<file path="config.mk">
export PLATFORM = sky130hd
export DESIGN_NAME = key_press_ctrl
export DESIGN_NICKNAME = d
export VERILOG_FILES = /design/src/rtl/key_press_ctrl.sv
export SDC_FILE = /design/constraint.sdc
export NUM_CORES = 1
export LEC_CHECK = 0
export CAP_MARGIN = 15
export CORE_AREA = 2 2 39 41
export DETAILED_ROUTE_END_ITERATION = 10
export DIE_AREA = 0 0 41 43
export GPL_TIMING_DRIVEN = 1
export HOLD_SLACK_MARGIN = 0.1
export PLACE_DENSITY = 0.7
export SKIP_CTS_REPAIR_TIMING = 1
export SLEW_MARGIN = 15
export SYNTH_ARGS = -nofsm -noshare
export SYNTH_HDL_FRONTEND = slang
export SYNTH_SLANG_ARGS = --single-unit
export TNS_END_PERCENT = 30
</file>
<file path="constraint.sdc">
create_clock -name clk -period 1.7 [get_ports clk]
set_input_delay 0.34 -clock clk [delete_from_list [all_inputs] [get_ports clk]]
set_output_delay 0.34 -clock clk [all_outputs]
set_load 0.01 [all_outputs]
</file>
<file path="src/rtl/key_press_ctrl.sv">
// Raw-input conditioner: synchronizer chain, 4-state debounce FSM, press/release pulses, held level.
// Optional auto-repeat of the press pulse when KEY_PRESS_CTRL_AUTO_REPEAT_EN is defined.
module key_press_ctrl #(
  parameter int SYNC_STAGES     = 2,
  parameter int DEBOUNCE_CYCLES = 4,
  parameter int REPEAT_DELAY    = 16,
  parameter int REPEAT_PERIOD   = 8
) (
  input  logic clk,
  input  logic reset,
  input  logic in,
  output logic press,
  output logic released,   // release pulse; "release" is a reserved word
  output logic held,
  output logic sync_out
);

  localparam int CW = $clog2(DEBOUNCE_CYCLES + 1);
  localparam logic [CW-1:0] CNT_LAST = CW'(DEBOUNCE_CYCLES - 1);
  localparam logic [CW-1:0] CNT_ONE  = CW'(1);

  typedef enum logic [1:0] {
    IDLE         = 2'd0,
    PRESS_WAIT   = 2'd1,
    HELD         = 2'd2,
    RELEASE_WAIT = 2'd3
  } state_t;

  // Each stage lives in its own generate scope so every flop has a single driver.
  genvar gi;
  generate
    for (gi = 0; gi < SYNC_STAGES; gi++) begin : g_sync
      logic stage_reg;
      if (gi == 0) begin : g_first
        always_ff @(posedge clk) begin
          if (!reset) stage_reg <= 1'b0;
          else        stage_reg <= in;
        end
      end else begin : g_next
        always_ff @(posedge clk) begin
          if (!reset) stage_reg <= 1'b0;
          else        stage_reg <= g_sync[gi-1].stage_reg;
        end
      end
    end

    if (SYNC_STAGES < 2 || DEBOUNCE_CYCLES < 1 || REPEAT_DELAY < 1 || REPEAT_PERIOD < 1)
    begin : g_invalid_params
    end
  endgenerate

  logic s;
  assign s        = g_sync[SYNC_STAGES-1].stage_reg;
  assign sync_out = s;

  state_t        state_reg, state_next;
  logic [CW-1:0] cnt_reg, cnt_next;
  logic          press_reg, press_next;
  logic          release_reg, release_next;
  logic          held_reg, held_next;

`ifdef KEY_PRESS_CTRL_AUTO_REPEAT_EN
  localparam int RMAX = (REPEAT_DELAY > REPEAT_PERIOD) ? REPEAT_DELAY : REPEAT_PERIOD;
  localparam int RW   = $clog2(RMAX + 1);
  localparam logic [RW-1:0] REP_DELAY_LAST  = RW'(REPEAT_DELAY - 1);
  localparam logic [RW-1:0] REP_PERIOD_LAST = RW'(REPEAT_PERIOD - 1);

  logic [RW-1:0] rep_cnt_reg, rep_cnt_next;
  logic          rep_first_reg, rep_first_next;
  logic [RW-1:0] rep_target;
  assign rep_target = rep_first_reg ? REP_DELAY_LAST : REP_PERIOD_LAST;
`endif

  always_ff @(posedge clk) begin
    if (!reset) begin
      state_reg   <= IDLE;
      cnt_reg     <= '0;
      press_reg   <= 1'b0;
      release_reg <= 1'b0;
      held_reg    <= 1'b0;
    end else begin
      state_reg   <= state_next;
      cnt_reg     <= cnt_next;
      press_reg   <= press_next;
      release_reg <= release_next;
      held_reg    <= held_next;
    end
  end

`ifdef KEY_PRESS_CTRL_AUTO_REPEAT_EN
  always_ff @(posedge clk) begin
    if (!reset) begin
      rep_cnt_reg   <= '0;
      rep_first_reg <= 1'b1;
    end else begin
      rep_cnt_reg   <= rep_cnt_next;
      rep_first_reg <= rep_first_next;
    end
  end
`endif

  always_comb begin
    state_next   = state_reg;
    cnt_next     = cnt_reg;
    press_next   = 1'b0;
    release_next = 1'b0;
    held_next    = held_reg;
`ifdef KEY_PRESS_CTRL_AUTO_REPEAT_EN
    rep_cnt_next   = rep_cnt_reg;
    rep_first_next = rep_first_reg;
`endif
    case (state_reg)
      IDLE: begin
        held_next = 1'b0;
        if (s) begin
          if (DEBOUNCE_CYCLES == 1) begin
            state_next = HELD;
            cnt_next   = '0;
            press_next = 1'b1;
            held_next  = 1'b1;
`ifdef KEY_PRESS_CTRL_AUTO_REPEAT_EN
            rep_cnt_next   = '0;
            rep_first_next = 1'b1;
`endif
          end else begin
            state_next = PRESS_WAIT;
            cnt_next   = CNT_ONE;
          end
        end
      end
      PRESS_WAIT: begin
        if (!s) begin
          state_next = IDLE;
          cnt_next   = '0;
        end else if (cnt_reg == CNT_LAST) begin
          state_next = HELD;
          cnt_next   = '0;
          press_next = 1'b1;
          held_next  = 1'b1;
`ifdef KEY_PRESS_CTRL_AUTO_REPEAT_EN
          rep_cnt_next   = '0;
          rep_first_next = 1'b1;
`endif
        end else begin
          cnt_next = cnt_reg + CNT_ONE;
        end
      end
      HELD: begin
        held_next = 1'b1;
        if (!s) begin
`ifdef KEY_PRESS_CTRL_AUTO_REPEAT_EN
          rep_cnt_next = '0;
`endif
          if (DEBOUNCE_CYCLES == 1) begin
            state_next   = IDLE;
            cnt_next     = '0;
            release_next = 1'b1;
            held_next    = 1'b0;
          end else begin
            state_next = RELEASE_WAIT;
            cnt_next   = CNT_ONE;
          end
        end else begin
`ifdef KEY_PRESS_CTRL_AUTO_REPEAT_EN
          // First repeat waits the long delay, later ones the short period.
          if (rep_cnt_reg == rep_target) begin
            press_next     = 1'b1;
            rep_cnt_next   = '0;
            rep_first_next = 1'b0;
          end else begin
            rep_cnt_next = rep_cnt_reg + RW'(1);
          end
`endif
        end
      end
      RELEASE_WAIT: begin
        held_next = 1'b1;
        if (s) begin
          state_next = HELD;
          cnt_next   = '0;
`ifdef KEY_PRESS_CTRL_AUTO_REPEAT_EN
          rep_cnt_next   = '0;
          rep_first_next = 1'b1;
`endif
        end else if (cnt_reg == CNT_LAST) begin
          state_next   = IDLE;
          cnt_next     = '0;
          release_next = 1'b1;
          held_next    = 1'b0;
        end else begin
          cnt_next = cnt_reg + CNT_ONE;
        end
      end
      default: begin
        state_next = IDLE;
        cnt_next   = '0;
        held_next  = 1'b0;
      end
    endcase
  end

  assign press    = press_reg;
  assign released = release_reg;
  assign held     = held_reg;

endmodule

</file>
==> out/results.env, run 1 <==
GP_ROUTABILITY_CONGESTION=0.728
NUMBER_OF_NETS_PRODUCED_BY_SYNTHESIS=61
SYNTH_TOP_CELLS_BY_AREA='dfxtp_1 (38%), ha_1 (14%), nand2_1 (5.0%)'
DRTANTENNAVIOLNETS=0
DRC=0
WORSTSETUPPATHTYPE='reg -> out'
MAXCAPVIOLCOUNT=0
CRITICAL_PATH.ENDPOINT_TYPE='output pin'
CTS.SINKS=10
MAXIMUM_NUMBER_OF_PINS_ON_ONE_NET_BEFORE_GLOBAL_ROUTE_REPAIR=12
AREA_GROWTH_SYN_TO_LAYOUT_PCT=20.2
CTS_BUFFER_DEPTH=2
CRITICAL_PATH.N_BUFFERS_INVERTERS=1
VIAS_PER_CELL=4.76
CTS_BUFFERS=3
WORSTSETUPSTARTPOINTTYPE='flop'
HTREE_LEVELS=1
LARGEST_REG_FLOPS=3
CRITPATHMAXFANOUT=8
PLACE_HPWL_UM=649
FIN_WORST_SKEW_NS=0.000344
DRT_PRE_ANTENNA_ITERS=2
TIMING.FINAL.MAX_SLEW_VIOLATIONS=0
GRT.TOTAL_USAGE=0.128
SLOWEST_STAGE_DELAY_CP_NS=0.57
CLOCK_TREE.ROOT_CELL='clkbuf_4'
PATH_DELAY_FAMILY='buffers and inverters'
YS.WARNINGS.COUNT=0
TIMING.FINAL.HOLD_VIOLATIONS=0
FINALWORSTSETUPSLACK_NS=0.0827
FINAL_CORE_UTIL=0.457
WORST_HOLD_PATH_TYPE='reg -> reg'
CP_CELL_SEQUENCE='clkdlybuf4s50_1'
FLOORPLAN.ROWS=14
DRT_ITER0_DRC=3
DRT_WL_TOTAL_UM=836
YOSYSSEQAREASHARE=0.381
SYNTH_CELL_TYPE_COUNT=25
EFFECTIVE_UTILIZATION_AT_FLOORPLAN=0.380
DIE_FOOTPRINT_SQ_UM=1760
COUNT_OF_STATE_ELEMENTS_AFTER_SYNTHESIS=10
REPORT.FINAL.SETUP_VIOL=0
GR-TOTAL-OVERFLOW=0
DPL-INSTANCE-AREA_SQ_UM=589
LAYOUTNONFILLERINSTCOUNT=76
DATA_ARRIVAL_CRITICAL_PATH_NS=1.28
TOTAL_VIA_COUNT_AFTER_DETAILED_ROUTING=362
DESIGN.FINAL.NETS=70
MULTI_INPUT_AREA_SQ_UM=307
NUMBER_OF_GLOBAL_ROUTE_VIAS_BEFORE_REPAIR=318
CLK_LATENCY_NS=0.27
WORST_EP_REQUIRED_TIME_NS=1.36
FINAL_CELL_AREA_SQ_UM=632
TOTAL_POWER_uW=561
ANTENNA_CELLS_INSERTED=0
STATIC-LEAKAGE-POWER_uW=0.000245
POSTSYNTHCELLCOUNT=52
PLACEMENT.SETUP.WORST_SLACK_NS=0.105
DIE_HEIGHT_UM=43
FRACTION_OF_FINAL_LAYOUT_CELLS_SIZED_BEYOND_DRIVE_STRENGTH_1=0.200
NETLIST.AREA_LEADER.SHARE=0.381
DESIGN.CORE.AREA_SQ_UM=1380
ANTENNA_VIOLATIONS_BEFORE_REPAIR=0
RSZ0062_AT_GRT='false'
POST_SYNTHESIS_MEAN_INSTANCE_AREA_SQ_UM=10.1
SLEW_HEADROOM=0.760
CLK_PIN_SLEW_WORST_PATHS_NS=0.07
YOSYS.AREA.TOP_TYPE='dfxtp_1'
GRT_FIRST_PASS_WIRELENGTH_MM=1.42
PLACEMENT.IO_BUFFERS=6
FLOORPLAN.IO_PINS=7
CRIT_PATH_TOP_DELAY_CELL='clkdlybuf4s50_1'
SEQUENTIAL_CELL_AREA_SQ_UM=201
SYNTHESIS.AREA_SQ_UM=526
CTS_TREE='built'
MAX_CLOCK_FREQ_MHz=618
POWER_PER_CELL_AREA_nW_PER_UM2=888
RUN_STATUS='finished clean'
FIN_CRIT_SH=0.951
ROUTED_WIRE_LENGTH_PER_INSTANCE_UM=11.0
WORSTMARGINPINSLEW_NS=0.359
PERIOD_MINUS_SLACK_NS=1.62
DPL.CELL_COUNT=72
FILLERINSTANCES=136
IRDROPWORSTVDD_mV=0.585
FP.DIEW_UM=41
-- cell usage in the layout (no fill, tap or decap) --
| cell type | netlist | layout |
|---|---|---|
| and3_1 | 1 | 1 |
| o21ai_0 | 1 | 1 |
| or3b_1 | 1 | 1 |
| o31ai_2 | 0 | 1 |
| mux2i_1 | 2 | 2 |
| dfxtp_2 | 0 | 1 |
| clkbuf_8 | 0 | 1 |
| o32ai_2 | 1 | 1 |
| ha_1 | 6 | 6 |
| nand3_2 | 1 | 1 |
| or2_4 | 1 | 1 |
| and2_1 | 2 | 2 |
| nor2_1 | 4 | 4 |
| a21boi_0 | 1 | 1 |
| o21ai_2 | 1 | 1 |
| o221a_1 | 1 | 1 |
| nand3_1 | 1 | 1 |
| a21oi_1 | 2 | 2 |
| dfxtp_1 | 10 | 9 |
| clkbuf_4 | 0 | 3 |
| clkdlybuf4s50_1 | 0 | 6 |
| inv_1 | 2 | 2 |
| and2b_2 | 1 | 1 |
| mux2i_4 | 1 | 1 |
| a211o_1 | 1 | 1 |
| nand2_1 | 7 | 7 |
| nor3b_1 | 1 | 1 |
-- synth_stat cells --
master / n
a21oi_1: 2
inv_1: 2
o221a_1: 1
or3b_1: 1
a21boi_0: 1
ha_1: 6
and2b_2: 1
mux2i_4: 1
nand3_1: 1
dfxtp_1: 10
buf_6: 1
or2_4: 1
nand2_1: 7
o31ai_1: 1
o32ai_2: 1
nor2_1: 4
nand3_2: 1
and3_1: 1
and2_1: 2
nor3b_1: 1
o21ai_2: 1
buf_2: 1
mux2i_1: 2
o21ai_0: 1
a211o_1: 1
-- worst reg2reg max path, stage by stage, from the launching register on --
cell     delay [ns]
dfxtp_1        0.41
inv_1          0.10
ha_1           0.26
mux2i_4        0.26
o21ai_2        0.13
o31ai_2        0.22
nor2_1         0.07
-- worst paths after layout --
kind | cells after the start | end | slack, ns | startpoint
hold reg to reg | 1 | sync_out | 0.45 | g_sync[0].stage_reg
setup reg to reg | 6 | state_reg[0] | 0.14 | state_reg[0]
setup / recovery | 1 | sync_out | 0.08 | sync_out
hold / removal | 1 | sync_out | 0.45 | g_sync[0].stage_reg
-- where the power goes --
part / internal [uW] / total [uW] / switching [uW]
combinational: 41.9 / 87.8 / 45.9
sequential: 246 / 259 / 12.6
clock: 130 / 215 / 84.5
-- routing by layer --
metal  vias to the layer above  GRT usage  wire, um
li1                        194          -         -
met1                       158      0.180       445
met2                         8      0.141       329
met3                         2     0.0942        51
met4                         0     0.0600         9
met5                         -          0         0
-- area by class of cell --
| class | instances | area share |
|---|---|---|
| Multi-Input combinational cell | 38 | 0.485 |
| Sequential cell | 10 | 0.319 |
| Timing Repair Buffer | 6 | 0.0950 |
| Clock buffer | 4 | 0.0574 |
| Tap cell | 16 | 0.0317 |
| Inverter | 2 | 0.0119 |
-- cell families after synthesis --
| kind of cell | after synthesis | synth area share |
|---|---|---|
| DFF | 10 | 0.381 |
| and+or+nand+nor | 20 | 0.207 |
| buffers and inverters | 4 | 0.0452 |
| AOI/OAI and AO/OA | 9 | 0.143 |
| muxes | 3 | 0.0810 |
| adders and majority gates | 6 | 0.143 |
-- metrics by stage --
stage | TNS, ns | hold WS (ns)
finish | 0 | 0.453
global route | 0 | 0.463
CTS | -0.0585 | 0.454
detailed placement | 0 | 0.427
global placement | 0 | 0.423
floorplan | 0 | 0.412
No activity file was read; power rests on OpenSTA's default activity.
==> run 2: changes to the inputs <==
Settings changed: RECOVER_POWER from default to 25.
==> out/results.env, run 2 (synthesis gave the netlist of run 1 again) <==
MAXIMUM_NUMBER_OF_PINS_ON_ONE_NET_BEFORE_GLOBAL_ROUTE_REPAIR=12
SLOWEST_STAGE_DELAY_CP_NS=0.57
RUN_STATUS='finished clean'
ANTENNA_CELLS_INSERTED=0
ROUTED_WIRE_LENGTH_PER_INSTANCE_UM=11.0
ANTENNA_VIOLATIONS_BEFORE_REPAIR=0
DRT_WL_TOTAL_UM=836
CRIT_PATH_TOP_DELAY_CELL='clkdlybuf4s50_1'
SLEW_HEADROOM=0.756
TIMING.FINAL.HOLD_VIOLATIONS=0
DATA_ARRIVAL_CRITICAL_PATH_NS=1.28
DRT_ITER0_DRC=3
CLOCK_TREE.ROOT_CELL='clkbuf_4'
PERIOD_MINUS_SLACK_NS=1.62
GRT_FIRST_PASS_WIRELENGTH_MM=1.42
CP_CELL_SEQUENCE='clkdlybuf4s50_1'
WORSTSETUPPATHTYPE='reg -> out'
CRITPATHMAXFANOUT=8
FRACTION_OF_FINAL_LAYOUT_CELLS_SIZED_BEYOND_DRIVE_STRENGTH_1=0.200
FIN_CRIT_SH=0.951
DRC=0
FP.DIEW_UM=41
CRITICAL_PATH.ENDPOINT_TYPE='output pin'
CTS_TREE='built'
CRITICAL_PATH.N_BUFFERS_INVERTERS=1
IRDROPWORSTVDD_mV=0.585
STATIC-LEAKAGE-POWER_uW=0.000245
PATH_DELAY_FAMILY='buffers and inverters'
DRTANTENNAVIOLNETS=0
CTS.SINKS=10
DESIGN.FINAL.NETS=70
FLOORPLAN.ROWS=14
MOST-COMMON-LAYOUT-CELLS='dfxtp_1 (9), nand2_1 (7), ha_1 (6), clkdlybuf4s50_1 (5), nor2_1 (4)'
LARGEST_REG_FLOPS=3
DRT_PRE_ANTENNA_ITERS=2
VIAS_PER_CELL=4.76
GP_ROUTABILITY_CONGESTION=0.728
HTREE_LEVELS=1
WORST_EP_REQUIRED_TIME_NS=1.36
DESIGN.CORE.AREA_SQ_UM=1380
DIE_FOOTPRINT_SQ_UM=1760
TOTAL_VIA_COUNT_AFTER_DETAILED_ROUTING=362
WORSTSETUPSTARTPOINTTYPE='flop'
WORSTMARGINPINSLEW_NS=0.364
PLACEMENT.IO_BUFFERS=6
FLOORPLAN.IO_PINS=7
CLK_PIN_SLEW_WORST_PATHS_NS=0.07
CTS_BUFFERS=3
POWER_PER_CELL_AREA_nW_PER_UM2=888
NUMBER_OF_GLOBAL_ROUTE_VIAS_BEFORE_REPAIR=318
DPL.CELL_COUNT=72
CLK_LATENCY_NS=0.27
GRT.TOTAL_USAGE=0.128
CTS_BUFFER_DEPTH=2
MAX_CLOCK_FREQ_MHz=618
TOTAL_POWER_uW=561
PLACE_HPWL_UM=649
MOSTFREQUENTLAYOUTCELL='dfxtp_1'
GR-TOTAL-OVERFLOW=0
WORST_HOLD_PATH_TYPE='reg -> reg'
FIN_WORST_SKEW_NS=0.000344
MAXCAPVIOLCOUNT=0
RSZ0062_AT_GRT='false'
LAYOUTNONFILLERINSTCOUNT=76
AREA_GROWTH_SYN_TO_LAYOUT_PCT=20.2
REPORT.FINAL.SETUP_VIOL=0
DIE_HEIGHT_UM=43
TIMING.FINAL.MAX_SLEW_VIOLATIONS=0
EFFECTIVE_UTILIZATION_AT_FLOORPLAN=0.380
[run 2: routing by layer]
layer / share of wire / track usage / vias to the layer above
met3: 0.061 / 0.0942 / 2
met5: 0 / 0 / -
met2: 0.39 / 0.141 / 8
li1: - / - / 194
met4: 0.011 / 0.0600 / 0
met1: 0.53 / 0.180 / 158
[run 2: cell type report]
cell class / instances / area (sq um)
timing repair buffer: 6 / 60.1
multi-input combinational: 38 / 307
fill: 136 / 752
sequential: 10 / 201
tap: 16 / 20.0
inverter: 2 / 7.51
clock buffer: 4 / 36.3
[run 2: where the power goes]
part | internal (uW) | switching, uW | total, uW
combinational | 41.4 | 45.9 | 87.4
clock | 130 | 84.5 | 215
sequential | 246 | 12.6 | 259
[run 2: stage by stage]
step           setup slack (ns)  cell area (sq um)  hold slack (ns)  utilization  setup TNS (ns)
2_1_floorplan             0.306                526            0.412            -               0
3_3_place_gp              0.199                589            0.423        0.426               0
3_5_place_dp              0.105                589            0.427        0.426               0
4_1_cts                 -0.0585                626            0.454        0.452         -0.0585
5_1_grt                  0.0251                632            0.463        0.457               0
6_report                 0.0827                632            0.453        0.457               0
[run 2: path summary, 6_finish.rpt]
check | slack [ns] | depth (start not counted) | startpoint | to
min reg2reg | 0.45 | 1 | g_sync[0].stage_reg | sync_out
max reg2reg | 0.14 | 6 | state_reg[0] | state_reg[0]
max | 0.08 | 1 | sync_out | sync_out
min | 0.45 | 1 | g_sync[0].stage_reg | sync_out
==> run 3: changes to the inputs <==
Settings changed: SLEW_MARGIN 15 to 0.
==> results of run 3 <==
Final layout, timing and power as in run 2 (identical DEF).
